**src/rtl/intc_uprio.sv**
```systemverilog
// intc_uprio: user-level interrupt controller for the RV32 cores.
// Synchronises NSRC async lines, latches them as pending (edge or level per
// source), masks them, picks the lowest index and raises one request with a
// ucause value. Claim on trap entry, complete on uret.
// Build option: define INTC_NESTED_EN to allow a strictly higher-priority source
// to preempt a handler in service (ids kept on a stack, popped by complete).
module intc_uprio #(
   parameter int unsigned     NSRC       = 8,
   parameter logic [NSRC-1:0] EDGE_MASK  = {NSRC{1'b1}},
   parameter int unsigned     CAUSE_BASE = 16
) (
   input  logic            iCLK,
   input  logic            iRST,
   input  logic [NSRC-1:0] iIrq,
   input  logic            iUie,
   input  logic            iMaskWe,
   input  logic [NSRC-1:0] iMaskData,
   input  logic            iClaim,
   input  logic            iComplete,
   output logic            oIrqReq,
   output logic [4:0]      oIrqId,
   output logic [31:0]     oCause,
   output logic [NSRC-1:0] oPending,
   output logic [NSRC-1:0] oMask,
   output logic            oBusy
);

   typedef enum logic [1:0] {StIdle, StReq, StService} state_e;

   localparam logic [4:0] CauseLo = 5'(CAUSE_BASE % 32);

   logic [NSRC-1:0] s1_q, s2_q, s3_q;
   logic [NSRC-1:0] pend_q, pend_d, mask_q;
   logic [NSRC-1:0] enabled, id_sel, edge_set, claim_clr;
   state_e          state_q, state_d;
   logic [4:0]      id_q, id_d, win_id, cause_lo;
   logic            win_vld, id_en, claim_fire;

`ifdef INTC_NESTED_EN
   localparam int unsigned DepthW = $clog2(NSRC + 1);
   logic [DepthW-1:0] depth_q, depth_d;
   logic [4:0]        stack_q [NSRC];
   logic [4:0]        stack_d [NSRC];
   logic              preempt;
`endif

   // Two-flop synchroniser plus a delay flop for rising-edge detection.
   always_ff @(posedge iCLK or posedge iRST) begin
      if (iRST) begin
         s1_q <= '0;
         s2_q <= '0;
         s3_q <= '0;
      end else begin
         s1_q <= iIrq;
         s2_q <= s1_q;
         s3_q <= s2_q;
      end
   end

   // Lowest enabled index wins; also decode whether the latched id is still enabled.
   always_comb begin
      enabled = pend_q & mask_q;
      win_vld = 1'b0;
      win_id  = '0;
      id_sel  = '0;
      for (int i = NSRC - 1; i >= 0; i--) begin
         if (enabled[i]) begin
            win_vld = 1'b1;
            win_id  = 5'(i);
         end
      end
      for (int i = 0; i < NSRC; i++) begin
         id_sel[i] = (id_q == 5'(i));
      end
      id_en = |(enabled & id_sel);
   end

   // Edge sources: set on rise, clear on claim (set wins); level sources follow s2.
   always_comb begin
      claim_fire = (state_q == StReq) && iClaim;
      edge_set   = s2_q & ~s3_q;
      claim_clr  = {NSRC{claim_fire}} & id_sel & EDGE_MASK;
      pend_d     = (EDGE_MASK & ((pend_q & ~claim_clr) | edge_set)) | (~EDGE_MASK & s2_q);
   end

   // Pending and mask registers.
   always_ff @(posedge iCLK or posedge iRST) begin
      if (iRST) begin
         pend_q <= '0;
         mask_q <= '0;
      end else begin
         pend_q <= pend_d;
         if (iMaskWe) begin
            mask_q <= iMaskData;
         end
      end
   end

   // Request/service FSM next state, latched id and (optionally) the nesting stack.
   always_comb begin
      state_d = state_q;
      id_d    = id_q;
`ifdef INTC_NESTED_EN
      depth_d = depth_q;
      stack_d = stack_q;
      preempt = iUie && win_vld && (win_id < id_q);
`endif
      unique case (state_q)
         StIdle: begin
            if (iUie && win_vld) begin
               state_d = StReq;
               id_d    = win_id;
            end
         end
         StReq: begin
            if (iClaim) begin
               state_d = StService;
`ifdef INTC_NESTED_EN
               stack_d[0] = id_q;
               for (int i = 1; i < NSRC; i++) begin
                  stack_d[i] = stack_q[i-1];
               end
               depth_d = depth_q + 1'b1;
`endif
            end else if (!iUie || !id_en) begin
`ifdef INTC_NESTED_EN
               // A withdrawn preemption falls back to the handler already running.
               if (depth_q != '0) begin
                  state_d = StService;
                  id_d    = stack_q[0];
               end else begin
                  state_d = StIdle;
               end
`else
               state_d = StIdle;
`endif
            end
         end
         StService: begin
            if (iComplete) begin
`ifdef INTC_NESTED_EN
               for (int i = 0; i < NSRC - 1; i++) begin
                  stack_d[i] = stack_q[i+1];
               end
               stack_d[NSRC-1] = '0;
               depth_d         = depth_q - 1'b1;
               if (depth_q == DepthW'(1)) begin
                  state_d = StIdle;
               end else begin
                  id_d = stack_q[1];
               end
`else
               state_d = StIdle;
`endif
            end
`ifdef INTC_NESTED_EN
            else if (preempt) begin
               state_d = StReq;
               id_d    = win_id;
            end
`endif
         end
         default: state_d = StIdle;
      endcase
   end

   // FSM state, id and stack registers.
   always_ff @(posedge iCLK or posedge iRST) begin
      if (iRST) begin
         state_q <= StIdle;
         id_q    <= '0;
`ifdef INTC_NESTED_EN
         depth_q <= '0;
         for (int i = 0; i < NSRC; i++) begin
            stack_q[i] <= '0;
         end
`endif
      end else begin
         state_q <= state_d;
         id_q    <= id_d;
`ifdef INTC_NESTED_EN
         depth_q <= depth_d;
         stack_q <= stack_d;
`endif
      end
   end

   // Outputs; the cause code wraps modulo 32.
   always_comb begin
      cause_lo = CauseLo + id_q;
      oIrqReq  = (state_q == StReq);
      oIrqId   = id_q;
      oCause   = {1'b1, 26'b0, cause_lo};
      oPending = pend_q;
      oMask    = mask_q;
`ifdef INTC_NESTED_EN
      oBusy    = (depth_q != '0);
`else
      oBusy    = (state_q == StService);
`endif
   end

endmodule

```
**config.mk**
```make
export PLATFORM = sky130hd
export DESIGN_NAME = intc_uprio
export DESIGN_NICKNAME = d
export VERILOG_FILES = /design/src/rtl/intc_uprio.sv
export SDC_FILE = /design/constraint.sdc
export NUM_CORES = 1
export LEC_CHECK = 0
export ABC_AREA = 1
export BUFFER_PORTS_ARGS = -buffer_cell sky130_fd_sc_hd__buf_2
export CAP_MARGIN = 20
export CORE_UTILIZATION = 48
export CTS_CLUSTER_SIZE = 30
export DETAILED_ROUTE_END_ITERATION = 16
export HOLD_SLACK_MARGIN = 0.15
export PLACE_DENSITY = 0.79
export SKIP_CTS_REPAIR_TIMING = 1
export SYNTH_ARGS = -nofsm -noshare
export SYNTH_HDL_FRONTEND = slang
export SYNTH_SLANG_ARGS = --single-unit
```
**constraint.sdc**
```tcl
create_clock -name iCLK -period 1.8 [get_ports iCLK]
set_clock_uncertainty 0.1 [all_clocks]
set_input_delay 0.45 -clock iCLK [delete_from_list [all_inputs] [get_ports iCLK]]
set_output_delay 0.45 -clock iCLK [all_outputs]
set_load 0.005 [all_outputs]
```
Yosys cells after proc, flatten, opt, wreduce, memory -nomap -nowiden
Cells that the tools add are included.

word-level totals
  flip-flop bits (word level) = 47
  bits of input ports = 22
  output and inout bits = 55
  word-level logic and storage cells = 59

operators by class
  add/sub/neg operators = 1
  equal/unequal tests = 12
  muxes and demuxes = 21
  bitwise gates (word level) = 8
  reduce and logical (&&, ||, !) cells = 10

operators by type and width
  operator             number
  $and 8x8->8          5
  $mux 5               5
  $eq 5x3->1 const B   4
  $not 8->8            2
  $eq 5x2->1 const B   2
  $mux 3               3
  $mux 1               8
  $mux 2               4
  $or 8x8->8           1
  $reduce_or 8->1      1
  $pmux 2 s3           1
  $add 5x5->5 const A  1
  $eq 5x1->1 const B   1
  $logic_not 5->1      1
  $ne 2x2->1 const B   2
  $ne 3x2->1 const B   1
  $reduce_and 3->1     1
  $eq 2x1->1 const B   1
  $eq 2x2->1 const B   1
  $logic_and 1x1->1    2
  $logic_not 1->1      2
  $logic_not 2->1      1
  $reduce_and 2->1     1
  $logic_or 1x1->1     1

Logic depth before layout (Yosys ltp)
  word-level depth = 12
  gate-level depth with buffers = 10
  mapped depth without buffers = 10

Worst setup path after synthesis
No wires, ideal clock.

  kind = flip-flop to flip-flop
  from = reg id_q[0] (netlist: oIrqId[0])
  to = reg state_q[0]
  library setup time = 0.067 ns
  arrival = 1.052 ns
  required time = 1.633 ns
  slack = 0.581 ns
  cell stages (with the launch flop) = 9
  buffers on the path = 0
  clock period less this slack = 1.219 ns
  path through = dfrtp_1 inv_2 nand3_2 or2_0 nand2_1 nor2_1 nand2_1 nand2_1 nand2_1

on the way
  longest elaborated chain between the ends = 7
  elaborated cells on any way between the ends = 14
  classes of those cells = eq/ne: 8; bitwise: 1; reduce/logical: 5

ends and longest elaborated chain
  item                                line  RTL
  from (decl)                         36    logic [4:0] id_q, id_d, win_id, cause_lo;
  from (signal assigned)              180   id_q <= id_d;
  $eq 5x1->1 (tied with other cells)  73    id_sel[i] = (id_q == 5'(i));
  $and 8x8->8 (*)                     75    id_en = |(enabled & id_sel);
  $reduce_or 8->1 (*)                 75
  $logic_not 1->1 (*)                 125   end else if (!iUie || !id_en) begin
  $logic_or 1x1->1 (*)                125
  $ne 3x2->1 (no line) (*)            --
  $reduce_and 3->1 (no line) (*)      --
  to (signal assigned)                170   state_q <= StIdle;
  to (signal assigned)                179   state_q <= state_d;
  to (decl)                           35    state_e state_q, state_d;

Mark *: on every way between the ends. The rest lies on a longest branch, timed or not.
A chain may end at the register's enable or synchronous reset.

Worst setup path in the final report
  from = reg id_q[0] (netlist: oIrqId[0])
  to = out oIrqId[0]

RTL lines
  item       line  RTL
  to (decl)  21    output logic [4:0] oIrqId,

No word-level cell between the ends.

==> results.cfg <==
[worst_setup_path]
crit_type = reg2out
path_delay_family = flip-flops
critPathMaxStageDelay_ns = 0.57
crit_chain = buf_2
ff2ff_setup_slack_ns = 0.41
timing.critical_path.buf_inv = 1
cp-end-kind = output port
slowest_stage = dfrtp_1
arrival_ns = 1.05
required_ns = 1.25
crit_fanout = 9
critPathLaunchType = flop

[routing]
vias = 1307
routed_wirelength_um = 3380
viasPerCell = 4.45
met1_length_um = 1450
drcViolationCount = 0
drtIter0Drc = 41
wl_met3_um = 167
met2WireLength_um = 1680
drtPass1Iterations = 4
wl_per_cell_um = 11.5
highest_layer = met4
antenna_left = 0

[place]
post-place-ws_ns = 0.424
place.gp.congestion = 0.840
dpl.hpwl_um = 2420
io_buffers = 45

[sta]
rsz0062_at_grt = no
fin_crit_sh = 0.889
slew_viol_final = 0
fin_crit_ns = 1.60
fmax_mhz = 625
setup_viol = 0
fin_ws_ns = 0.200
hold_viol_final = 0
tns_ns = 0
worst_hold_slack_ns = 0.237

[synth]
netlist_area_mm2 = 0.00195
avgSynthCellArea_um2 = 10.3
synth_area_leader_cell = dfrtp_1
yosysSeqAreaShare = 0.577
yosysTopAreaCellShare = 0.577
ys_warn_count = 0
synth_area_leaders = dfrtp_1 (58%), buf_4 (13%), nand2_1 (5.6%), mux2_2 (4.6%), o21ai_1 (3.8%)
synth_cells = 189
synth-seq-cells = 45
synthDistinctLibCells = 22

[global_route]
antenna_found_initial = 0
grt_pass1_vias = 1065
grt_pass1_wl_um = 5010
globalRouteOverflowTotal = 0
grt_util_all_layers = 0.164
grt_max_degree = 46

[floorplanning]
fp.dieH_um = 65.8
initial_core_util = 0.518
num_io_pins = 77
die-area_mm2 = 0.00433
core_mm2 = 0.00377
die_x_um = 65.8
rows = 22

[hold_path]
hold_path.class = in2reg

[clock_network]
cts_buffers = 5
cts_tree = built
cts_buffer_depth = 2
htreeDepth = 2
cts.clk_slew.worst_paths_ns = 0.08
root_buffer = clkbuf_8
insertion_delay_ns = 0.30
cts.sinks = 45

[finish]
nets = 267
antennaDiodeCount = 0
areaGrowthSynthToFinish_pct = 17.6
n_fill_cell = 333
drive_gt1_frac = 0.301

[power]
p_leak_nw = 1.17
power.density_mw_per_mm2 = 1160
ir_drop_uv = 720
finalPower_mw = 2.65

[run_status]
status = finished clean

[job]
maxCapViolCount = 0
metal layers:
metal	up-vias	track usage
met2	43	0.263
met1	604	0.198
li1	651	-
met3	9	0.0483
met5	-	0
met4	0	0.0897
per-stage QoR:
step / utilization / instances / instance area, um^2
2_1_floorplan: - / 218 / 2060
3_3_place_gp: 0.558 / 277 / 2110
3_5_place_dp: 0.558 / 277 / 2110
4_1_cts: 0.585 / 285 / 2210
5_1_grt: 0.609 / 294 / 2300
6_report: 0.609 / 294 / 2300
path summary, 6_finish.rpt:
kind / to / from / cells after the start
max reg2reg: state_q[0]$_DFFE_PP0P_ / oIrqId[0]$_DFFE_PP0P_ / 8
min in group asynchronous: s2_q[1]$_DFF_PP0_ / iRST / 4
min reg2reg: s2_q[7]$_DFF_PP0_ / s1_q[7]$_DFF_PP0_ / 0
min: state_q[1]$_DFFE_PP0P_ / iComplete / 2
max: oIrqId[0] / oIrqId[0]$_DFFE_PP0P_ / 1
max in group asynchronous: oMask[4]$_DFFE_PP0P_ / iRST / 4
cell families (layout without fill, tap and decap cells):
group,after synthesis,in the layout,synth area share
AND/OR/NAND/NOR,57,57,0.138
multiplexers,8,8,0.0462
flip-flops,45,45,0.577
buffers and inverters,55,83,0.172
AO/OA/AOI/OAI,22,22,0.0635
other,2,31,0.00385
power by group:
group / internal [mW] / total, mW / switching [mW]
combinational: 0.286 / 0.684 / 0.398
sequential: 1.14 / 1.30 / 0.165
clock: 0.318 / 0.668 / 0.349
registers in the layout, summed over array words and instances, names as in the netlist:
signal,count
oIrqId,3
s2_q,8
s1_q,8
oMask,8
state_q,2
s3_q,8
oPending,8
cell usage after synthesis (all sizes together):
library cell,count
dfrtp,45
buf,35
nand2,32
inv,20
o21ai,16
nor2,10
mux2,8
nand3,8
nand4,4
o31ai,3
a21oi,2
conb,2
nor4,2
o21bai,1
or2,1
worst register-to-register path, cell delays in order (launching register included):
cell     delay (ns)
dfrtp_1        0.52
inv_2          0.17
nand3_2        0.09
or2_0          0.21
nand2_1        0.06
nor2_1         0.04
nand2_1        0.05
nand2_1        0.05
nand2_1        0.06
layout by cell type (no fill, tap or decap), types with 2 or more instances in the layout:
| cell type | n |
|---|---|
| nand2_2 | 3 |
| buf_2 | 45 |
| inv_2 | 4 |
| mux2_2 | 8 |
| nor2_1 | 8 |
| nand3_1 | 6 |
| a21oi_1 | 2 |
| o21ai_1 | 15 |
| clkbuf_8 | 6 |
| dlygate4sd3_1 | 9 |
| inv_1 | 15 |
| nor4_1 | 2 |
| nand3_2 | 2 |
| nand4_1 | 4 |
| nand2_1 | 29 |
| dfrtp_1 | 45 |
| o31ai_1 | 3 |
| conb_1 | 31 |
final cells by class:
class | instances | area, um^2 | area share
clock buffers | 6 | 82.6 | 0.0360
multi-input cells | 118 | 599 | 0.261
repair buffers | 55 | 335 | 0.146
clock inverters | 2 | 17.5 | 0.00763
inverters | 20 | 75.1 | 0.0327
flip-flops and latches | 45 | 1130 | 0.490
well taps | 48 | 60.1 | 0.0262
No activity file was read; power rests on OpenSTA's default activity.
